--- config.mk ---
export PLATFORM = sky130hd
export DESIGN_NAME = register_file_scoreboard
export DESIGN_NICKNAME = d
export VERILOG_FILES = /design/src/rtl/register_file_scoreboard.sv
export SDC_FILE = /design/constraint.sdc
export NUM_CORES = 1
export LEC_CHECK = 0
export CAP_MARGIN = 30
export CORE_MARGIN = 4
export CORE_UTILIZATION = 51
export DETAILED_ROUTE_END_ITERATION = 8
export GPL_TIMING_DRIVEN = 0
export PLACE_DENSITY = 0.73
export SYNTH_ARGS = -nofsm -noshare
export SYNTH_HDL_FRONTEND = slang
export SYNTH_SLANG_ARGS = --single-unit
--- constraint.sdc ---
create_clock -name Clock -period 3.7 [get_ports Clock]
set_input_delay 0.74 -clock Clock [delete_from_list [all_inputs] [get_ports Clock]]
set_output_delay 0.74 -clock Clock [all_outputs]
set_load 0.02 [all_outputs]
--- src/rtl/register_file_scoreboard.sv ---
// Parametrised CPU register file with optional hardwired-zero R0, write-to-read
// bypass, and a per-register busy scoreboard that drives the decode stall.
module register_file_scoreboard #(
    parameter int DATA_WIDTH = 16,
    parameter int ADDR_WIDTH = 2,
    parameter int ZERO_REG0  = 0,
    parameter int BYPASS     = 1
) (
    input  logic                       Clock,
    input  logic                       Reset,
    input  logic [ADDR_WIDTH-1:0]      RS,
    input  logic [ADDR_WIDTH-1:0]      RT,
    output logic [DATA_WIDTH-1:0]      ReadRS,
    output logic [DATA_WIDTH-1:0]      ReadRT,
    input  logic [ADDR_WIDTH-1:0]      RD,
    input  logic [DATA_WIDTH-1:0]      WriteData,
    input  logic                       RegWrite,
    input  logic                       Reserve,
    input  logic [ADDR_WIDTH-1:0]      ReserveAddr,
    output logic                       Stall,
    output logic [2**ADDR_WIDTH-1:0]   BusyVec
);

    localparam int NUM_REGS = 2**ADDR_WIDTH;

    logic [DATA_WIDTH-1:0] regs [NUM_REGS];
    logic [NUM_REGS-1:0]   busy;

    logic write_en, reserve_en;
    logic fwd_rs, fwd_rt, zero_rs, zero_rt;

    assign write_en   = RegWrite && !(ZERO_REG0 != 0 && RD == '0);
    assign reserve_en = Reserve  && !(ZERO_REG0 != 0 && ReserveAddr == '0);

    // Forwarding is suppressed during reset so every read port shows 0 then.
    assign fwd_rs  = (BYPASS != 0) && RegWrite && !Reset && (RD == RS);
    assign fwd_rt  = (BYPASS != 0) && RegWrite && !Reset && (RD == RT);
    assign zero_rs = (ZERO_REG0 != 0) && (RS == '0);
    assign zero_rt = (ZERO_REG0 != 0) && (RT == '0);

    // NOTE: the array itself is reset because the contents must read 0 the
    // moment Reset rises, so it maps to flops rather than a RAM macro.
    always_ff @(posedge Clock or posedge Reset) begin
        if (Reset) begin
            busy <= '0;
            for (int i = 0; i < NUM_REGS; i++) begin
                regs[i] <= '0;
            end
        end else begin
            if (write_en) begin
                regs[RD] <= WriteData;
                busy[RD] <= 1'b0;
            end
            // NOTE: with non-blocking assignments the last one in program order
            // wins, so a same-address reserve overrides the write's busy clear.
            if (reserve_en) begin
                busy[ReserveAddr] <= 1'b1;
            end
        end
    end

    always_comb begin
        if (zero_rs)     ReadRS = '0;
        else if (fwd_rs) ReadRS = WriteData;
        else             ReadRS = regs[RS];
    end

    always_comb begin
        if (zero_rt)     ReadRT = '0;
        else if (fwd_rt) ReadRT = WriteData;
        else             ReadRT = regs[RT];
    end

    assign Stall   = (busy[RS] && !fwd_rs) || (busy[RT] && !fwd_rt);
    assign BusyVec = busy;

endmodule

==> results of run 1 <==
## cells in the final DEF, fill, tap and decap left out
master,n
mux2_2,77
dfrtp_1,68
clkdlybuf4s50_1,57
mux4_2,18
mux2_4,18
mux4_1,16
clkbuf_8,11
buf_6,6
buf_2,6
xnor2_2,4
inv_1,3
buf_4,2
nand3b_2,2
buf_12,2
nand3_4,2
a32o_1,2
nor3b_4,1
nand3_2,1
and2b_2,1
mux2_1,1
nand2_1,1
o31ai_1,1
o32ai_1,1
a22o_1,1
inv_4,1
clkbuf_1,1
bufinv_16,1
clkinv_2,1
dlymetal6s2s_1,1
## routing by layer
metal,share of wire,global-route usage
met3,0.044,0.0330
met2,0.51,0.316
met4,0.018,0.0670
met1,0.43,0.242
met5,0,0
## metrics by stage
step	worst slack, ps	utilization
after detailed placement	46.7	0.616
after floorplan	1100	-
after CTS	33.1	0.641
after global routing	35.2	0.641
final	102	0.641
after global placement	4.44	0.616
## worst max-delay path: stages
cell and delay [ps]:
clkdlybuf4s50_1 510, and2b_2 270, nand3_4 180, buf_6 220, mux2_1 370, clkdlybuf4s50_1 550
## power by group through the flow
stage	clock [mW]	sequential, mW	combinational (mW)
after floorplan	0	0.966	0.577
after global placement	0	0.980	0.855
after detailed placement	0	0.992	0.865
after CTS	0.613	0.978	0.869
after global routing	0.647	0.998	0.909
final	0.598	0.978	0.857
## state kept, by name, summed over array words and instances, names as in the netlist
signal / cells
regs: 64
BusyVec: 4
## cells by family after synthesis
| kind of cell | share of synthesized area |
|---|---|
| AND/OR/NAND/NOR | 0.0244 |
| multiplexers | 0.487 |
| AO/OA/AOI/OAI | 0.0111 |
| XOR/XNOR | 0.0161 |
| flip-flops | 0.420 |
| buffers and inverters | 0.0414 |
## final cells by class
| type | count | area share |
|---|---|---|
| multi-input combinational | 147 | 0.441 |
| tap | 102 | 0.0258 |
| clock buffer | 12 | 0.0313 |
| sequential | 68 | 0.343 |
| inverter | 4 | 0.00353 |
| timing repair buffer | 58 | 0.118 |
| buffer | 16 | 0.0308 |
| clock inverter | 2 | 0.00707 |
## Yosys cell counts, drive strengths merged
cell / n / area [um2]
inv: 4 / 15.0
a22o: 1 / 8.76
nand3: 3 / 45.0
a32o: 2 / 20.0
nor3b: 1 / 18.8
o32ai: 1 / 8.76
nand3b: 2 / 22.5
and2b: 1 / 8.76
mux2: 96 / 1150
o31ai: 1 / 7.51
mux4: 34 / 826
nand2: 1 / 3.75
dfrtp: 68 / 1700
buf: 16 / 153
xnor2: 4 / 65.1
## final timing paths
kind                       startpoint         to  cells past startpoint
min in group asynchronous       Reset   regs[14]                      2
min reg2reg                  regs[48]   regs[48]                      1
max reg2reg                  regs[39]   regs[39]                      1
min                          regs[48]   regs[48]                      1
max in group asynchronous       Reset   regs[19]                      2
max                             Reset  ReadRT[7]                      6
## what timing repair did
action | 4_1_cts | 5_1_grt
setup buffers | 0 | 0
gates resized for setup | 0 | 1
setup endpoints to repair | 0 | 1
==> metrics.md, run 1 <==
| Metric | Value |
|---|---|
| Status | `finished, final reports clean` |
| Total Power | `about 2.4 mW` |
| CTS Sinks | `around 70` |
| Final net count | `332` |
| I/O Pins | `65` |
| Min Tclk post-route | `between 3000 and 4000 ps` |
| H-Tree Depth | `3` |
| Post-route antenna net violation count | `0` |
| Worst-margin pin slew | `852 ps` |
| DRT Wirelength | `8500 um` |
| Final cell count without fillers | `~410` |
| Crit share post-route | `0.972` |
| Synth Register Bits | `68` |
| R2r setup slk | `roughly 2900 ps` |
| Synth cell types | `22` |
| Leakage | `about 2.1 nW` |
| RSZ-0062 raised after global routing | `no` |
| First-pass GRT wire length | `roughly 14000 um` |
| Drt via density | `just under 6` |
| Max FO, Critical Path | `10` |
| Combinational share of power | `0.352` |
| Hold Crit Class | `reg -> reg` |
| Detailed-route via count | `between 2000 and 2500` |
| Placer Congestion | `about 0.74` |
| Endpoints failing setup | `0` |
| Skew final | `0 ps` |
| Initial antenna violation count | `0` |
| Clock Tree Root | `clkbuf_8` |
| Syn Nets | `approximately 260` |
| # fillers | `579` |
| Die height | `about 97 um` |
| Die area | `about 9400 um2` |
| Area delta synth->final | `22.3%` |
| Multi-input logic area | `2180 um2` |
| Max VDD drop | `approximately 0.00023 V` |
| Crit path capture type | `primary output` |
| Fin. max-slew vios | `0` |
| Cell area after layout | `slightly below 5000 um2` |
| Number of synthesis warnings | `0` |
| CTS tree | `yes` |
| Post-synthesis sequential area ratio | `0.420` |
| Switching pwr | `0.683 mW` |
| Setup TNS Final | `0 ps` |
| Sequential power share | `0.402` |
| Worst-path clk slew | `about 70 ps` |
| Post-placement cell count | `395` |
| Switching share of power | `0.281` |
| Pre-antenna DRT Iters | `5` |
| Ant diodes | `0` |
| Initial DRC Count | `roughly 110` |
| Number of global-route vias before repair | `about 2500` |
| Die Wd | `between 90 and 100 um` |
| Power Density | `approximately 500 nW/um2` |
| Startpoint Class | `input pin` |
| Internal Power | `between 1.5 and 2 mW` |
| Max-Cap Viols | `0` |
| Pin count of the biggest net entering global routing | `69` |
| Worst Path Required | `between 2000 and 3000 ps` |
| Total area of sequential cells | `between 1500 and 2000 um2` |
| Routed wire length per instance | `~21 um` |
| CP Class | `in -> out` |
| CTS hold repair buffers | `0` |
| Clk_lat worst skew | `330 ps` |
| Slew headroom | `0.432` |
| Buffers on Ports | `between 50 and 60` |
| Final hold violations | `0` |
| Row count | `32` |
| Avg Inst Size Synth | `17.2 um2` |
| Drt drc | `0` |
| Clock Path Buffers | `2` |
| CTS Buf Count | `9` |
| Layout cell share with drive strength beyond 1 | `0.502` |
| Synthesized area | `between 4000 and 5000 um2` |
| Post-Synthesis Cells | `around 240` |
| GR Overflow Total | `0` |
| Placed Area | `approximately 4800 um2` |
| Initial core utilization | `0.524` |
| Fmax | `roughly 280 MHz` |
| Hold Slack | `~520 ps` |
| Core Area | `slightly below 8000 um2` |
| Power share of the clock group | `0.246` |
| CP Data Arrival Time | `2860 ps` |
| Post-DP HPWL | `5830 um` |
| GRT Util Overall | `0.187` |
Power figures use the tool's default switching activity.
==> run 2, diff against run 1 <==
==> constraint.sdc (replaced) <==
create_clock -name Clock -period 3.6 [get_ports Clock]
set_input_delay 0.72 -clock Clock [delete_from_list [all_inputs] [get_ports Clock]]
set_output_delay 0.72 -clock Clock [all_outputs]
set_load 0.02 [all_outputs]
==> metrics.md, run 2 (same netlist as run 1, synthesis figures left out) <==
| Metric | Value |
|---|---|
| Routed wire length per instance | `20.8 um (about the same)` |
| Die height | `97.1 um (unchanged)` |
| Ant diodes | `0 (unchanged)` |
| Cell area after layout | `4950 um2 (was 4960 um2)` |
| Clock Tree Root | `clkbuf_8 (unchanged)` |
| Cell chain of the critical path | `clkdlybuf4s50_1 > and2b_2 > nand3_4 > buf_6 > mux2_4 > clkdlybuf4s50_1 (was clkdlybuf4s50_1 > and2b_2 > nand3_4 > buf_6 > mux2_1 > clkdlybuf4s50_1)` |
| Internal Power | `1.80 mW (was 1.75 mW)` |
| Cell family with most CP delay | `buffers and inverters (unchanged)` |
| GRT Util Overall | `0.187 (unchanged)` |
| DRT Wirelength | `8500 um (about the same)` |
| Most common cell on crit path | `clkdlybuf4s50_1 (unchanged)` |
| Status | `finished, final reports clean (unchanged)` |
| CTS tree | `yes (unchanged)` |
| Initial core utilization | `0.524 (unchanged)` |
| GR Overflow Total | `0 (unchanged)` |
| Startpoint Class | `input pin (unchanged)` |
| CTS hold repair buffers | `0 (unchanged)` |
| CP Data Arrival Time | `2780 ps (was 2860 ps)` |
| Power share of the clock group | `0.246 (about the same)` |
| Sequential power share | `0.402 (about the same)` |
| Combinational share of power | `0.352 (about the same)` |
| Switching pwr | `0.702 mW (was 0.683 mW)` |
| Placed Area | `4760 um2 (unchanged)` |
| I/O Pins | `65 (unchanged)` |
| Slew headroom | `0.432 (unchanged)` |
| Worst-path clk slew | `70 ps (about the same)` |
| Placer Congestion | `0.739 (unchanged)` |
| RSZ-0062 raised after global routing | `no (unchanged)` |
| Clk_lat worst skew | `330 ps (about the same)` |
| Power Density | `504 nW/um2 (was 491 nW/um2)` |
| Endpoints failing setup | `0 (unchanged)` |
| Post-placement cell count | `395 (unchanged)` |
| # fillers | `580 (was 579)` |
| Most common cell after layout, fill and taps aside | `mux2_2 (unchanged)` |
| Drt drc | `0 (unchanged)` |
| Buffers on Ports | `58 (unchanged)` |
| Detailed-route via count | `2396 (unchanged)` |
| Area delta synth->final | `22.3% (about the same)` |
| H-Tree Depth | `3 (unchanged)` |
| Commonest non-fill, non-tap cells in the layout | `77 x mux2_2, 68 x dfrtp_1, 56 x clkdlybuf4s50_1 (was 77 x mux2_2, 68 x dfrtp_1, 57 x clkdlybuf4s50_1)` |
| Pre-antenna DRT Iters | `5 (unchanged)` |
| Worst-margin pin slew | `852 ps (unchanged)` |
| First-pass GRT wire length | `13600 um (unchanged)` |
| CTS Buf Count | `9 (unchanged)` |
| CP Class | `in -> out (unchanged)` |
| Crit path capture type | `primary output (unchanged)` |
| Multi-input logic area | `2180 um2 (unchanged)` |
| Total area of sequential cells | `1700 um2 (unchanged)` |
| Final net count | `332 (unchanged)` |
| Setup TNS Final | `0 ps (unchanged)` |
| Final hold violations | `0 (unchanged)` |
| Final cell count without fillers | `409 (unchanged)` |
| Number of global-route vias before repair | `2522 (unchanged)` |
| Min Tclk post-route | `3500 ps` |
| Max FO, Critical Path | `10 (unchanged)` |
| Die Wd | `97.1 um (unchanged)` |
| CTS Sinks | `68 (unchanged)` |
| Leakage | `2.11 nW (about the same)` |
| Post-route antenna net violation count | `0 (unchanged)` |
| Initial antenna violation count | `0 (unchanged)` |
| Clock Path Buffers | `2 (unchanged)` |
| Skew final | `0 ps (unchanged)` |
| CP bufs+invs | `3 (unchanged)` |
| Largest stage delay on the critical path | `540 ps (was 550 ps)` |
| Drt via density | `5.86 (unchanged)` |
| Row count | `32 (unchanged)` |
| Post-DP HPWL | `5830 um (unchanged)` |
| Fmax | `~290 MHz` |
| Layout cell share with drive strength beyond 1 | `0.502 (unchanged)` |
| Core Area | `7730 um2 (unchanged)` |
| Biggest register | `regs (unchanged)` |
| Critical path's slowest cell | `clkdlybuf4s50_1 (unchanged)` |
| Fin. max-slew vios | `0 (unchanged)` |
| Switching share of power | `0.281 (about the same)` |
| Initial DRC Count | `105 (unchanged)` |
| Max VDD drop | `0.000241 V (was 0.000234 V)` |
| Pin count of the biggest net entering global routing | `69 (unchanged)` |
| Total Power | `2.50 mW (was 2.43 mW)` |
| Worst Path Required | `2880 ps (was 2960 ps)` |
| Hold Crit Class | `reg -> reg (unchanged)` |
| Max-Cap Viols | `0 (unchanged)` |
| Die area | `9440 um2 (unchanged)` |
| Max FFs per register | `64 (unchanged)` |
| Crit share post-route | `0.971` |
[run 2: changes by cell type in the layout (fill, tap and decap cells not counted)]
cell | before | now
clkdlybuf4s50_1 | 57 | 56
dlygate4sd2_1 | 0 | 1
[run 2: power groups by stage]
stage	combinational, mW	sequential (mW)	clock (mW)
2_1_floorplan	0.593	0.992	0
5_1_grt	0.932	1.03	0.665
3_5_place_dp	0.890	1.02	0
4_1_cts	0.891	1.00	0.630
3_3_place_gp	0.879	1.01	0
6_report	0.879	1.00	0.615
[run 2: routing by layer]
metal	part of all wire	vias to the layer above	wire, um	track usage
met5	0	-	0	0
met3	0.043	11	369	0.0330
met4	0.018	0	150	0.0670
met1	0.43	1248	3660	0.242
li1	-	1077	-	-
met2	0.51	60	4320	0.316
[run 2: area by class of cell]
cell class              instances  share of cell area
well taps                     102              0.0258
plain buffers                  16              0.0308
clock inverters                 2             0.00707
inverters                       4             0.00354
flip-flops and latches         68               0.343
repair buffers                 58               0.117
clock buffers                  12              0.0313
multi-input cells             147               0.441
[run 2: final timing paths]
kind	start	endpoint	slack [ps]	cells after the start
min in group asynchronous	Reset	regs[14]	920	2
max reg2reg	regs[39]	regs[39]	2820	1
min	regs[48]	regs[48]	520	1
min reg2reg	regs[48]	regs[48]	520	1
max	Reset	ReadRT[8]	100	6
max in group asynchronous	Reset	regs[19]	2110	2
[run 2: repair_timing]
action | 4_1_cts | 5_1_grt
cloned | 0 | 0
buffers inserted | 0 | 0
endpoints found under the setup margin | 1 | 17
gates resized for setup | 1 | 1
[run 2: through the flow]
stage	utilization	setup slack (ps)	hold slack, ps
global route	0.641	55.4	538
global placement	0.616	-75.6	495
CTS	0.641	13.6	522
detailed placement	0.616	-13.3	506
floorplan	-	1040	485
finish	0.641	103	519
==> run 3, diff against run 2 <==
--- a/config.mk
+++ b/config.mk
@@ -10,6 +10,7 @@
 export CORE_UTILIZATION = 51
 export DETAILED_ROUTE_END_ITERATION = 8
 export GPL_TIMING_DRIVEN = 0
+export HOLD_SLACK_MARGIN = 0.15
 export PLACE_DENSITY = 0.73
 export SYNTH_ARGS = -nofsm -noshare
 export SYNTH_HDL_FRONTEND = slang
==> results of run 3 <==
No change in the layout: final DEF, timing and power equal those of run 2.
